## config.mk

```make
export PLATFORM = sky130hd
export DESIGN_NAME = apb_master_arbiter
export DESIGN_NICKNAME = d
export VERILOG_FILES = /design/src/rtl/apb_pkg.sv /design/src/rtl/apb_rr_arbiter.sv /design/src/rtl/apb_master_arbiter.sv
export SDC_FILE = /design/constraint.sdc
export NUM_CORES = 1
export LEC_CHECK = 0
export ABC_CLOCK_PERIOD_IN_PS = 1920
export BUFFER_PORTS_ARGS = -buffer_cell sky130_fd_sc_hd__buf_2
export CAP_MARGIN = 40
export CORE_MARGIN = 2
export CORE_UTILIZATION = 35
export DETAILED_ROUTE_END_ITERATION = 6
export GPL_ROUTABILITY_DRIVEN = 0
export PLACE_DENSITY = 0.67
export SLEW_MARGIN = 5
export SYNTH_ARGS = -nofsm -noshare
export SYNTH_HDL_FRONTEND = slang
export SYNTH_SLANG_ARGS = --single-unit
```

## constraint.sdc

```tcl
create_clock -name pclk -period 1.92 [get_ports pclk]
set_input_delay 0.288 -clock pclk [delete_from_list [all_inputs] [get_ports pclk]]
set_output_delay 0.288 -clock pclk [all_outputs]
set_load 0.01 [all_outputs]
```

## src/rtl/apb_pkg.sv

```systemverilog
// apb_pkg: shared definitions for the two-requester APB master.
//   - FSM state encoding for apb_master_arbiter
//   - response error codes and slave-select codes
//   - APB address/data widths
// No ports (package).
package apb_pkg;

  localparam int unsigned ADDR_W = 5;
  localparam int unsigned DATA_W = 32;

  typedef enum logic [1:0] {
    ST_IDLE   = 2'd0,
    ST_SETUP  = 2'd1,
    ST_ACCESS = 2'd2,
    ST_RESP   = 2'd3
  } state_e;

  typedef enum logic [1:0] {
    ERR_OK      = 2'd0,
    ERR_SLV     = 2'd1,
    ERR_SEL     = 2'd2,
    ERR_TIMEOUT = 2'd3
  } err_e;

  typedef enum logic [1:0] {
    SEL_IDLE = 2'd0,
    SEL_GPIO = 2'd1,
    SEL_UART = 2'd2,
    SEL_BAD  = 2'd3
  } sel_e;

  function automatic logic sel_is_valid(logic [1:0] sel);
    return (sel == SEL_GPIO) || (sel == SEL_UART);
  endfunction

endpackage

```

## src/rtl/apb_rr_arbiter.sv

```systemverilog
// apb_rr_arbiter: two-way round-robin grant for the APB master.
// Ports:
//   clk, reset       clock, synchronous active-high reset
//   valid0_i/1_i     request pending from requester 0/1
//   accept_i         a grant was taken this cycle (updates history)
//   gnt0_o/gnt1_o    combinational one-hot (or zero) grant
module apb_rr_arbiter (
  input  logic clk,
  input  logic reset,
  input  logic valid0_i,
  input  logic valid1_i,
  input  logic accept_i,
  output logic gnt0_o,
  output logic gnt1_o
);

  // Index of the requester that won most recently; reset to 1 so that
  // requester 0 wins the first tie.
  logic last_grant_q;

  always_comb begin
    gnt0_o = valid0_i && (!valid1_i || last_grant_q);
    gnt1_o = valid1_i && !gnt0_o;
  end

  always_ff @(posedge clk) begin
    if (reset) begin
      last_grant_q <= 1'b1;
    end else if (accept_i) begin
      last_grant_q <= gnt1_o;
    end
  end

endmodule

```

## src/rtl/apb_master_arbiter.sv

```systemverilog
// apb_master_arbiter: shares one APB bus between two command sources and
// runs each transfer through SETUP/ACCESS to GPIO (sel 1) or UART (sel 2).
// One response pulse is returned per accepted request.
//
// state  | meaning
// IDLE   | arbitrate, accept one request
// SETUP  | psel high, penable low
// ACCESS | psel+penable high, wait for selected pready
// RESP   | one-cycle response pulse, bus released
//
// Ports: pclk/reset (sync, active high); req0_*/req1_* request channels
// (valid/ready/write/sel/addr/wdata); rsp_* response pulse; APB master side
// psel1/psel2/penable/pwrite/paddr/pwdata with per-slave pready/prdata and
// a shared pslverr; busy = not IDLE.
// Optional feature macro: APB_ARB_TIMEOUT_EN aborts ACCESS after
// TIMEOUT_CYCLES cycles of pready low (rsp_err = 3).
module apb_master_arbiter
  import apb_pkg::*;
#(
  parameter int unsigned TIMEOUT_CYCLES = 16
) (
  input  logic              pclk,
  input  logic              reset,
  input  logic              req0_valid,
  output logic              req0_ready,
  input  logic              req0_write,
  input  logic [1:0]        req0_sel,
  input  logic [ADDR_W-1:0] req0_addr,
  input  logic [DATA_W-1:0] req0_wdata,
  input  logic              req1_valid,
  output logic              req1_ready,
  input  logic              req1_write,
  input  logic [1:0]        req1_sel,
  input  logic [ADDR_W-1:0] req1_addr,
  input  logic [DATA_W-1:0] req1_wdata,
  output logic              rsp_valid,
  output logic              rsp_id,
  output logic [DATA_W-1:0] rsp_rdata,
  output logic [1:0]        rsp_err,
  output logic              psel1,
  output logic              psel2,
  output logic              penable,
  output logic              pwrite,
  output logic [ADDR_W-1:0] paddr,
  output logic [DATA_W-1:0] pwdata,
  input  logic              pready1,
  input  logic              pready2,
  input  logic [DATA_W-1:0] prdata1,
  input  logic [DATA_W-1:0] prdata2,
  input  logic              pslverr,
  output logic              busy
);

  if (TIMEOUT_CYCLES < 2) begin : g_param_check
    $error("TIMEOUT_CYCLES must be at least 2");
  end

  state_e              state_q, state_d;
  logic                id_q, id_d;
  logic                write_q, write_d;
  logic [1:0]          sel_q, sel_d;
  logic [ADDR_W-1:0]   addr_q, addr_d;
  logic [DATA_W-1:0]   wdata_q, wdata_d;
  logic [DATA_W-1:0]   rdata_q, rdata_d;
  err_e                err_q, err_d;
  logic                gnt0, gnt1, accept;
  logic                sel_pready;
  logic [DATA_W-1:0]   sel_prdata;

`ifdef APB_ARB_TIMEOUT_EN
  localparam int unsigned CNT_W = $clog2(TIMEOUT_CYCLES);
  logic [CNT_W-1:0]    cnt_q, cnt_d;
`endif

  apb_rr_arbiter u_arb (
    .clk      (pclk),
    .reset    (reset),
    .valid0_i (req0_valid),
    .valid1_i (req1_valid),
    .accept_i (accept),
    .gnt0_o   (gnt0),
    .gnt1_o   (gnt1)
  );

  // Only the latched target's handshake is ever looked at.
  assign sel_pready = (sel_q == SEL_GPIO) ? pready1 : pready2;
  assign sel_prdata = (sel_q == SEL_GPIO) ? prdata1 : prdata2;

  always_comb begin
    state_d = state_q;
    id_d    = id_q;
    write_d = write_q;
    sel_d   = sel_q;
    addr_d  = addr_q;
    wdata_d = wdata_q;
    rdata_d = rdata_q;
    err_d   = err_q;
    accept  = 1'b0;
`ifdef APB_ARB_TIMEOUT_EN
    cnt_d   = cnt_q;
`endif
    case (state_q)
      ST_IDLE: begin
        if (gnt0 || gnt1) begin
          accept  = 1'b1;
          id_d    = gnt1;
          write_d = gnt1 ? req1_write : req0_write;
          sel_d   = gnt1 ? req1_sel   : req0_sel;
          addr_d  = gnt1 ? req1_addr  : req0_addr;
          wdata_d = gnt1 ? req1_wdata : req0_wdata;
          rdata_d = '0;
          if (sel_is_valid(sel_d)) begin
            err_d   = ERR_OK;
            state_d = ST_SETUP;
          end else begin
            err_d   = ERR_SEL;
            state_d = ST_RESP;
          end
        end
      end
      ST_SETUP: begin
`ifdef APB_ARB_TIMEOUT_EN
        cnt_d   = '0;
`endif
        state_d = ST_ACCESS;
      end
      ST_ACCESS: begin
        if (sel_pready) begin
          err_d   = pslverr ? ERR_SLV : ERR_OK;
          // Read data is only returned for clean reads.
          rdata_d = (!write_q && !pslverr) ? sel_prdata : '0;
          state_d = ST_RESP;
        end
`ifdef APB_ARB_TIMEOUT_EN
        else if (cnt_q == CNT_W'(TIMEOUT_CYCLES - 1)) begin
          err_d   = ERR_TIMEOUT;
          rdata_d = '0;
          state_d = ST_RESP;
        end else begin
          cnt_d = cnt_q + CNT_W'(1);
        end
`endif
      end
      ST_RESP: begin
        state_d = ST_IDLE;
      end
      default: begin
        state_d = ST_IDLE;
      end
    endcase
  end

  always_ff @(posedge pclk) begin
    if (reset) begin
      state_q <= ST_IDLE;
      id_q    <= 1'b0;
      write_q <= 1'b0;
      sel_q   <= 2'd0;
      addr_q  <= '0;
      wdata_q <= '0;
      rdata_q <= '0;
      err_q   <= ERR_OK;
`ifdef APB_ARB_TIMEOUT_EN
      cnt_q   <= '0;
`endif
    end else begin
      state_q <= state_d;
      id_q    <= id_d;
      write_q <= write_d;
      sel_q   <= sel_d;
      addr_q  <= addr_d;
      wdata_q <= wdata_d;
      rdata_q <= rdata_d;
      err_q   <= err_d;
`ifdef APB_ARB_TIMEOUT_EN
      cnt_q   <= cnt_d;
`endif
    end
  end

  // Ready is masked during reset so nothing appears accepted at that edge.
  assign req0_ready = (state_q == ST_IDLE) && !reset && gnt0;
  assign req1_ready = (state_q == ST_IDLE) && !reset && gnt1;

  assign psel1   = ((state_q == ST_SETUP) || (state_q == ST_ACCESS)) && (sel_q == SEL_GPIO);
  assign psel2   = ((state_q == ST_SETUP) || (state_q == ST_ACCESS)) && (sel_q == SEL_UART);
  assign penable = (state_q == ST_ACCESS);
  assign pwrite  = write_q;
  assign paddr   = addr_q;
  assign pwdata  = wdata_q;

  assign rsp_valid = (state_q == ST_RESP);
  assign rsp_id    = rsp_valid ? id_q : 1'b0;
  assign rsp_rdata = rsp_valid ? rdata_q : '0;
  assign rsp_err   = rsp_valid ? err_q : ERR_OK;
  assign busy      = (state_q != ST_IDLE);

endmodule

```

After elaboration in Yosys (flattened, before gate mapping)
Cells that the tools add are included.
W data, S select, Z words.
{ "word_totals": {"register_bits": 78, "out_inout_bits": 80, "word_cells": 65} }
{ "classes": {"eq_ne": 9, "muxes": 24, "n_reduce_logical": 23} }
{ "ops": {"columns": ["cell", "n"], "rows": [
  ["$mux W32", 6],
  ["$pmux W32 S2", 1],
  ["$mux W2", 8],
  ["$eq A2 B2 Y1 const B", 4],
  ["$logic_and A1 B1 Y1", 8],
  ["$pmux W2 S4", 1],
  ["$eq A2 B1 Y1 const B", 3],
  ["$mux W1", 6],
  ["$logic_not A1 Y1", 5],
  ["$mux W5", 1],
  ["$logic_or A1 B1 Y1", 4],
  ["$pmux W2 S2", 1],
  ["$reduce_and A2 Y1", 2],
  ["$reduce_bool A2 Y1", 2],
  ["$reduce_and A3 Y1", 1],
  ["$logic_not A2 Y1", 1],
  ["$ne A2 B1 Y1 const B", 1],
  ["$ne A2 B2 Y1 const B", 1]
]} }

Depth between registers and ports, before layout
Gate-level depths: netlist (run 1).
{ "logic_depth": {"depth_word": 11, "ltp_mapped": 9, "mapped_depth_nobuf": 6} }

Modules after synthesis
From an unflattened synthesis (run 1), not the netlist that was laid out.
{ "hier_totals": {"hier_cells": 451, "area_unflattened_um2": 3976.3} }
{ "by_module_without_submodules": {"columns": ["module", "n_inst", "cells_each", "area_each_um2", "seq_area_each_um2"], "rows": [
  ["apb_master_arbiter", 1, 445, 3922.5, 1541.5],
  ["apb_rr_arbiter", 1, 6, 53.8, 20.0]
]} }

Least setup slack after synthesis (run 1)
Ideal clock, no wire load.
{ "synth_path": {"path_type": "reg2reg", "from": "register state_q[0]", "to": "register rdata_q[14]", "setup_ps": 70, "t_arrival_ps": 1715, "t_required_ps": 1850, "setup_slack_ps": 135, "path_stages_with_launch": 8, "n_path_buf": 1, "synth_period_minus_slack_ps": 1785, "cell_sequence": "dfxtp_1 inv_1 ha_1 nor2b_1 o221ai_4 buf_6 or3_1 a21oi_1"} }
{ "synth_between": {"elab_chain_len": 3, "word_cells_on_any_way": 7, "classes_between": "3 x eq/ne; 1 x mux; 3 x reduce/logical"} }
{ "synth_lines": {"columns": ["element", "line_no", "rtl"], "rows": [
  ["start: declaration", "apb_master_arbiter.sv:58", "state_e state_q, state_d;"],
  ["start signal: assignment", "apb_master_arbiter.sv:167", "state_q <= state_d;"],
  ["$eq A2 B2 Y1 (*)", null, null],
  ["net penable", "apb_master_arbiter.sv:42", "output logic penable,"],
  ["$ne A2 B1 Y1 (no line) or $reduce_bool A2 Y1 (tied branches)", null, null],
  ["$reduce_and A3 Y1 (no line)", null, null],
  ["end signal: assignment", "apb_master_arbiter.sv:173", "rdata_q <= rdata_d;"],
  ["end: declaration", "apb_master_arbiter.sv:64", "logic [DATA_W-1:0] rdata_q, rdata_d;"]
]} }
The timed path passes the listed nets; every way through them passes the cells marked *.
A chain may end at the register's enable or synchronous reset.

Final worst setup path (run 1)
{ "layout_path": {"from": "register state_q[0]", "to": "register rdata_q[7]"} }
{ "layout_between": {"elab_chain_len": 3, "word_cells_on_any_way": 7, "classes_between": "3 x eq/ne; 1 x mux; 3 x reduce/logical"} }
{ "layout_lines": {"columns": ["element", "line_no", "rtl"], "rows": [
  ["$eq A2 B2 Y1 or $logic_not A2 Y1 (tied branches)", "apb_master_arbiter.sv:102", "case (state_q)"],
  ["$ne A2 B1 Y1 (no line), or another cell as far along", null, null],
  ["$reduce_and A3 Y1 (no line)", null, null]
]} }
Several ways; a longest one is shown, not always the timed one.

==> results of run 1 <==
[worst paths after layout]
kind                             startpoint           to  slack, ns  cells after the start
worst max-delay path             state_q[0]   rdata_q[7]       0.07                      7
worst min register to register  rdata_q[11]  rdata_q[11]       0.44                      2
worst min-delay path                  reset   state_q[0]       0.29                      3
worst max register to register   state_q[0]   rdata_q[7]       0.07                      7
[cell usage in the layout (no fill, tap or decap), drive strengths merged]
master / instances
a211oi: 40
inv: 5
and3b: 1
bufinv: 2
nor2: 43
and2b: 1
a211o: 1
clkbuf: 12
o21ai: 1
dfxtp: 78
nand2b: 1
o211ai: 1
o221ai: 1
xnor2: 2
buf: 244
clkinv: 2
and2: 36
o2111a: 1
nand2: 40
a2bb2oi: 1
or3b: 1
o21a: 1
nor2b: 1
nand4bb: 1
a21oi: 36
or3: 33
o311a: 1
a21boi: 1
mux2i: 73
ha: 4
and3: 1
[stage by stage]
| stage | TNS, ns | util | instances | power, uW | instance area (sq um) |
|---|---|---|---|---|---|
| finish | 0 | 0.511 | 806 | 7040 | 5590 |
| global route | -0.0605 | 0.511 | 806 | 7520 | 5590 |
| CTS | 0 | 0.510 | 806 | 7110 | 5570 |
| detailed placement | 0 | 0.481 | 790 | 5280 | 5260 |
| global placement | 0 | 0.481 | 790 | 5180 | 5260 |
| floorplan | 0 | - | 446 | 4320 | 3970 |
[tightest hold or removal path: stages]
cell     delay (ns)
buf_2          0.10
inv_1          0.07
o311a_1        0.10
[area by class of cell]
type                            count  area share
Clock buffer                       12      0.0441
Clock inverter                      4      0.0125
Inverter                            5     0.00336
Multi-Input combinational cell    323       0.393
Sequential cell                    78       0.279
Tap cell                          140      0.0313
Timing Repair Buffer              244       0.236
[power by group through the flow]
stage | Combinational (uW) | Clock (uW) | Sequential (uW)
global placement | 2940 | 0 | 2250
floorplan | 1950 | 0 | 2370
detailed placement | 3020 | 0 | 2250
CTS | 3030 | 1850 | 2230
global route | 3300 | 1940 | 2280
finish | 3020 | 1800 | 2220
[sequential cells by signal, summed over array words and instances (netlist names)]
signal / flops
pwdata: 32
rdata_q: 32
paddr: 5
err_q: 2
sel_q: 2
state_q: 2
id_q: 1
pwrite: 1
u_arb.last_grant_q: 1
[kinds of logic after synthesis]
kind of cell,Yosys count,synth area share
buffers and inverters,45,0.0611
AND/OR/NAND/NOR,159,0.201
multiplexers,73,0.184
adder cells (fa/ha/maj),4,0.0126
AO/OA/AOI/OAI,85,0.144
flip-flops,78,0.393
XOR/XNOR,2,0.00441
[synthesized netlist by cell type (2+ instances only)]
cell type and instances:
clkbuf_1 23, buf_2 5, or3_1 33, ha_1 4, nor2_1 43, buf_4 3
buf_6 6, nand2_1 40, dfxtp_1 78, clkbuf_4 3, a211oi_1 40, xnor2_1 2
and2_1 36, inv_1 5, mux2i_1 73, a21oi_1 36
[routing by layer]
metal / wire [um] / up-vias
met5: 0 / -
met1: 4730 / 1751
met4: 166 / 0
met3: 835 / 12
li1: - / 1999
met2: 5200 / 161
[timing repair]
action,4_1_cts,5_1_grt
endpoints found under the hold margin,0,0
gates resized for setup,0,4
endpoints found under the setup margin,0,28
==> impl_summary.md, run 1 <==
GRT
For this run, global-route usage on met3 was measured as 0.0477. The via count of the first global-routing pass came to 3,708. Entering global routing, the biggest net connects 82 pins. The initial antenna violation count is 0. For this run, the total global-route usage over all layers was measured as 0.173.

After global routing, the most crowded layer is met2. The met1 track utilization from global routing is 0.208. In the global route stage, met2 resource usage came out at 0.294. The first global-routing pass estimated 17,500 um of wire. The overflow left after global routing is 0.

Synth
The share of the Yosys chip area taken by registers is 0.393. Of the post-synthesis cell area, the dominant cell type holds 0.393. The number of synthesized register bits is 78. In the synthesized netlist the async set-or-reset flop fraction comes to 0. Among all flip-flop cells after synthesis, the most frequent one is dfxtp_1. The number of enable-type register cells in the synthesized netlist is 0.

The synthesized netlist contains 32 unique library cells. Of all cell types, the one taking the most synthesized area is dfxtp_1. In the synthesized netlist, the number of instances is 446. A synthesized cell averages 8.91 sq um. By area the synthesized netlist is led by dfxtp_1, mux2i_1, a211oi_1.

In this run the cell area of the synthesized design comes to 3970 sq um. The number of warnings issued by yosys is 0. The number of nets handed over by synthesis was 601.

Finish
The total number of nets in the final design is 816. The filler cells instantiated in the layout total 1,040. Of the cells placed in the final design, the portion with a size suffix greater than 1 is 0.398. Compared with the post-synthesis result, the final layout area differs by 40.6%.

The number of antenna diodes in the final layout is 0. Summing all multi-input logic gate instances after layout gives 2200 sq um. The register area is approximately 1600 sq um.

Placed design
The total half-perimeter wirelength after legalization and detailed placement is 8270 um. Prior to clock tree synthesis, the placed netlist has a worst setup slack of 0.0479 ns. During placement, the flow inserted port buffers numbering 230.

Clock network
Once the clock tree was built, the setup fixing pass inserted 0 buffers. The clock latency reported for the late side of the worst-skew pair is around 0.33 ns. The longest clock path from root to sink contains 2 buffers. The number of clock buffers added by TritonCTS is 9. In this run the number of H-tree levels came out at 3. Clock-pin slew was measured on the worst setup and hold paths at 0.05 ns. The TritonCTS clock tree is done. The cell at the root of the clock tree is clkbuf_16. For this design, the sink count on the clock tree is 78. The number of buffers inserted for hold repair after clock tree synthesis is 0.

Timing
The maximum clock frequency is 0.541 GHz. The clock arrives with 0.00577 ns of skew. Once routing completed, OpenROAD measured the worst setup slack at 0.0719 ns.

The final hold violation count came to 0. Setup repair after global routing could not meet its margin everywhere. The shortest clock period the worst path allows after layout is 1.85 ns.

Setup violations remaining at the end of the flow were counted as 0. The actual transition at the worst max-transition pin is 0.511 ns. The fraction of the cycle the final worst path needs is 0.963. The final number of max-transition violations is 0. The smallest hold slack is 0.290 ns. In this run the tightest slew margin relative to its limit is 0.660.

Critical path
The largest single stage delay on the critical path is ~0.38 ns. The cell family contributing the most delay on the critical path is simple AND/OR/NAND/NOR gates. STA classifies the critical path endpoint as a register. The critical path in this run is classified as register to register. Data on the critical path is required at its endpoint by 2.17 ns.

The critical path launch point type is a register. In this run the worst path has a maximum fanout of 43. The critical path contains buffers and inverters numbering 2 combined. The signal on the critical path passes through inv_1 > ha_2 > nor2b_2 > o221ai_4 > buf_12 > or3_1 > a21oi_1. The data arrival time of the critical path is 2.09 ns.

The cell type of the slowest stage on the worst timing path is or3_1.

Die
The die is 111 um tall. The initial core utilization is 0.363. The total die area is 12,200 sq um. The chip width is 111 um.

The placeable core region is roughly 11,000 sq um. In this run the core area contains 38 standard-cell rows. The top-level I/O count is 231.

Pwr
The clock power share is 0.255. In this run the power density over the cells is 1260 nW/um^2. The switching power share of the total is 0.361.

Of the total power, registers draw 0.315. The switching component of the power is approximately 2500 uW. The share of total power dissipated in combinational logic is 0.430. The worst-case IR drop observed on VDD is 0.784 mV.

Summed over all cells, the static leakage comes to about 0.0026 uW. The internal power consumption is approximately 4500 uW.

Routing
After the first detailed-routing iteration, the DRC count stood at 125. The number of optimization iterations in the first detailed-route pass is 4. After detailed routing, the average wire length per cell comes to 13.6 um. Dividing the detail-routed via count by the number of cells gives 4.87.

In the routed design, unresolved DRC markers number 0. The detailed-route via count is 3,923. The total wire length after detailed routing is 10,900 um.

The number of nets still failing antenna checks after routing is 0.

Status
The run finished with clean final reports.

Flow run
The number of max-cap violations is 0.

Min path
The type of the most critical hold path is input port to register.
No activity file was read; power rests on OpenSTA's default activity.
==> run 2, diff against run 1 <==
--- a/config.mk
+++ b/config.mk
@@ -8,7 +8,6 @@
 export ABC_CLOCK_PERIOD_IN_PS = 1920
 export BUFFER_PORTS_ARGS = -buffer_cell sky130_fd_sc_hd__buf_2
 export CAP_MARGIN = 40
-export CORE_MARGIN = 2
 export CORE_UTILIZATION = 35
 export DETAILED_ROUTE_END_ITERATION = 6
 export GPL_ROUTABILITY_DRIVEN = 0
==> run 2 against run 1 <==
Compared with the run above: sequential power barely moved; non-clock buffer count fell by 1; cell area fell by 0.69%; clock-buffer cell count rose by 2; clock power fell by 14%; flip-flop and latch count did not move; first-iteration DRC count did not move; wire length fell by 1.4%; maximum frequency rose by 3.8%; combinational power rose by 2%; sequential share of layout area rose by 0.22 points; core utilization fell by 0.35 points.
==> impl_summary.md, run 2 (synthesized netlist as in run 1, its figures left out) <==
Timing
The shortest clock period the worst path allows after layout is 1.78 ns. The maximum clock frequency is approximately 0.56 GHz. Of the available clock period, the critical path in the final layout requires 0.927. Measured against its own limit, the worst slew margin works out to 0.642. The final count of negative-setup-slack endpoints is 0. The actual transition at the worst max-transition pin is 0.537 ns.

The final number of max-transition violations was 0. Setup repair after global routing left no endpoint under its margin. The final hold violation count is 0.

The final setup skew is 0.00498 ns.

Critical path
At the worst endpoint, the required time is 1.63 ns. The nature of the critical path endpoint is an output pin. For flop-to-flop paths, the worst setup slack is 0.14 ns. The depth of the worst register-to-register path is 7. Data on the critical path arrives at its endpoint at about 1.5 ns.

Together, buffers and inverters on the worst path number 2. Among cell families on the critical path, the largest total delay comes from buffers and inverters. The critical path is of the register to output pin type. The critical path launch point type is a register. For this run, the slowest stage of the critical path takes 0.37 ns.

Of all nets on the critical path, the largest fanout is 36. The cell type of the slowest stage on the worst timing path is dfxtp_2. The signal on the critical path passes through ha_1 > buf_4 > and2_1 > buf_2.

The worst register-to-register path begins at state_q[0]. The endpoint identified for the worst register-to-register timing path is rdata_q[4].

Pwr
Power spread over the standard cell area amounts to 1230 nW/um^2. The leakage power is ~0.0026 uW. Of the total power, the share spent switching nets is 0.376. The highest ir drop seen on vdd is 0.517 mV. Of the total power, registers draw 0.326. The part of the power in combinational logic is 0.448. The internal power consumption is 4280 uW.

The sum of internal, switching and leakage power is 6850 uW. In this run the power spent charging and discharging nets is 2570 uW. Of the total power, the clock network draws 0.226.

Flow run
The tool flagged a number of max-cap violations equal to 0.

Clock network
The buffer depth of the longest clock path is 2. The post-CTS setup buffer count is 0. The clock-pin slew on the worst setup and hold paths is roughly 0.05 ns. The clock latency reported for the late side of the worst-skew pair is 0.32 ns. The total number of H-tree levels is 3. Clock tree synthesis selected as its root buffer the cell clkbuf_16.

The TritonCTS buffer count is 9. The number of sinks driven by the clock tree is 78. Buffers inserted to repair hold after CTS numbered 0.

TritonCTS built the clock tree.

Finish
The total inserted antenna cells is 0. Counting the fill cells in the layout gives 1,070. The fraction of layout cells with a size suffix above 1 is 0.398. The finished cells cover 5550 sq um. Leaving out fill and tap cells, the most frequent cell in the layout is buf_2.

In the layout the commonest cells are buf_2, dfxtp_1, mux2i_1. For this run, the post-layout net count is about 820. The utilization after layout is 0.507.

Relative to the synthesized area, the layout overhead comes to 39.6%.

Routing
The detail route stage leaves a number of antenna-violating nets equal to 0. After detailed routing, the number of remaining DRC violations is 0. The number of optimization iterations in the first detailed-route pass is 6.

After detailed routing, the total wire length is approximately 11,000 um. The detailed router finished its first iteration with 125 violations. Summing over every cut layer, the via total after detailed routing is 3,942. After detailed routing, the average wire length per cell comes to 13.4 um. The per-cell via count in the routed design is 4.90.

GRT
The via count of the first global-routing pass is 3,630. The first global-routing pass estimated 16,400 um of wire. The total overflow left after global routing is 0. The largest net degree at the start of global routing is 82. The initial antenna violation count was 0. In the global route stage, overall resource usage came out at 0.178.

Die
Row generation in the floorplan step produced 38 rows. The initial core utilization is 0.363. The die covers 11,800 sq um. The core region is 10,900 sq um. From left edge to right edge, the die measures 109 um.

The height of the die is between 100 and 150 um. The top-level I/O count is 231.

Placed design
Summing all placed instances gives a cell area of 5230 sq um. Port buffering added between 200 and 250 buffers. The total half-perimeter wirelength after legalization and detailed placement is 7890 um.

Min path
The type of the most critical hold path is input port to register. The depth of the worst hold-timing path is 3. For hold timing, the worst endpoint is state_q[0]. The startpoint identified for the worst hold timing path is reset.

Status
The flow ran to the end, and the final reports show no timing, DRC or antenna violations.
## run 2: cell types whose count changed in the layout (fill, tap and decap cells not counted), sizes merged
cell | previous run | this run
buf | 244 | 242
bufinv | 2 | 0
clkbuf | 12 | 15
clkinv | 2 | 1
## run 2: how the worst max path moves through the flow
stage | to | depth (start not counted) | startpoint
2_1_floorplan | rdata_q[14] | 7 | state_q[0]
3_3_place_gp | rdata_q[18] | 7 | state_q[0]
3_5_place_dp | rdata_q[11] | 7 | state_q[0]
4_1_cts | rdata_q[11] | 7 | state_q[0]
5_1_grt | rdata_q[15] | 7 | state_q[0]
6_report | rsp_rdata[21] | 4 | state_q[1]
## run 2: timing repair
| item | CTS | global route |
|---|---|---|
| gates resized for setup | 1 | 6 |
| endpoints found under the setup margin | 29 | 34 |
| gates cloned | 0 | 1 |
## run 2: layout make-up
type	count	area [sq um]	area share
timing repair buffer	243	1320	0.237
inverter	5	18.8	0.00338
tap	140	175	0.0316
multi-input combinational	323	2210	0.398
clock inverter	1	5.00	0.000902
sequential	78	1560	0.282
clock buffer	14	264	0.0476
## run 2: worst reg2reg max path: stages (launching register included)
cell and delay [ns]:
dfxtp_1 0.32, inv_2 0.11, ha_2 0.23, o21a_4 0.17, o221ai_4 0.14, buf_12 0.19, or3_1 0.39, a21oi_1 0.16
## run 2: layer usage
layer	GRT usage	wire length [um]
met5	0	0
met4	0.0579	150
met3	0.0561	892
met2	0.314	5240
met1	0.202	4510
## run 2: power groups by stage
stage	Clock, uW	Sequential [uW]	Combinational (uW)
final	1550	2230	3070
after global routing	1670	2290	3410
after CTS	1600	2220	2950
after detailed placement	0	2250	2950
after global placement	0	2230	2850
after floorplan	0	2370	1950
## run 2: stage by stage
step | hold slack [ns] | setup TNS (ns) | std cells | worst slack [ns]
2_1_floorplan | 0.427 | 0 | 446 | 0.135
3_3_place_gp | 0.434 | 0 | 788 | 0.0903
3_5_place_dp | 0.439 | -0.0695 | 788 | -0.0238
4_1_cts | 0.285 | 0 | 803 | 0.0245
5_1_grt | 0.300 | 0 | 804 | 0.00827
6_report | 0.292 | 0 | 804 | 0.140
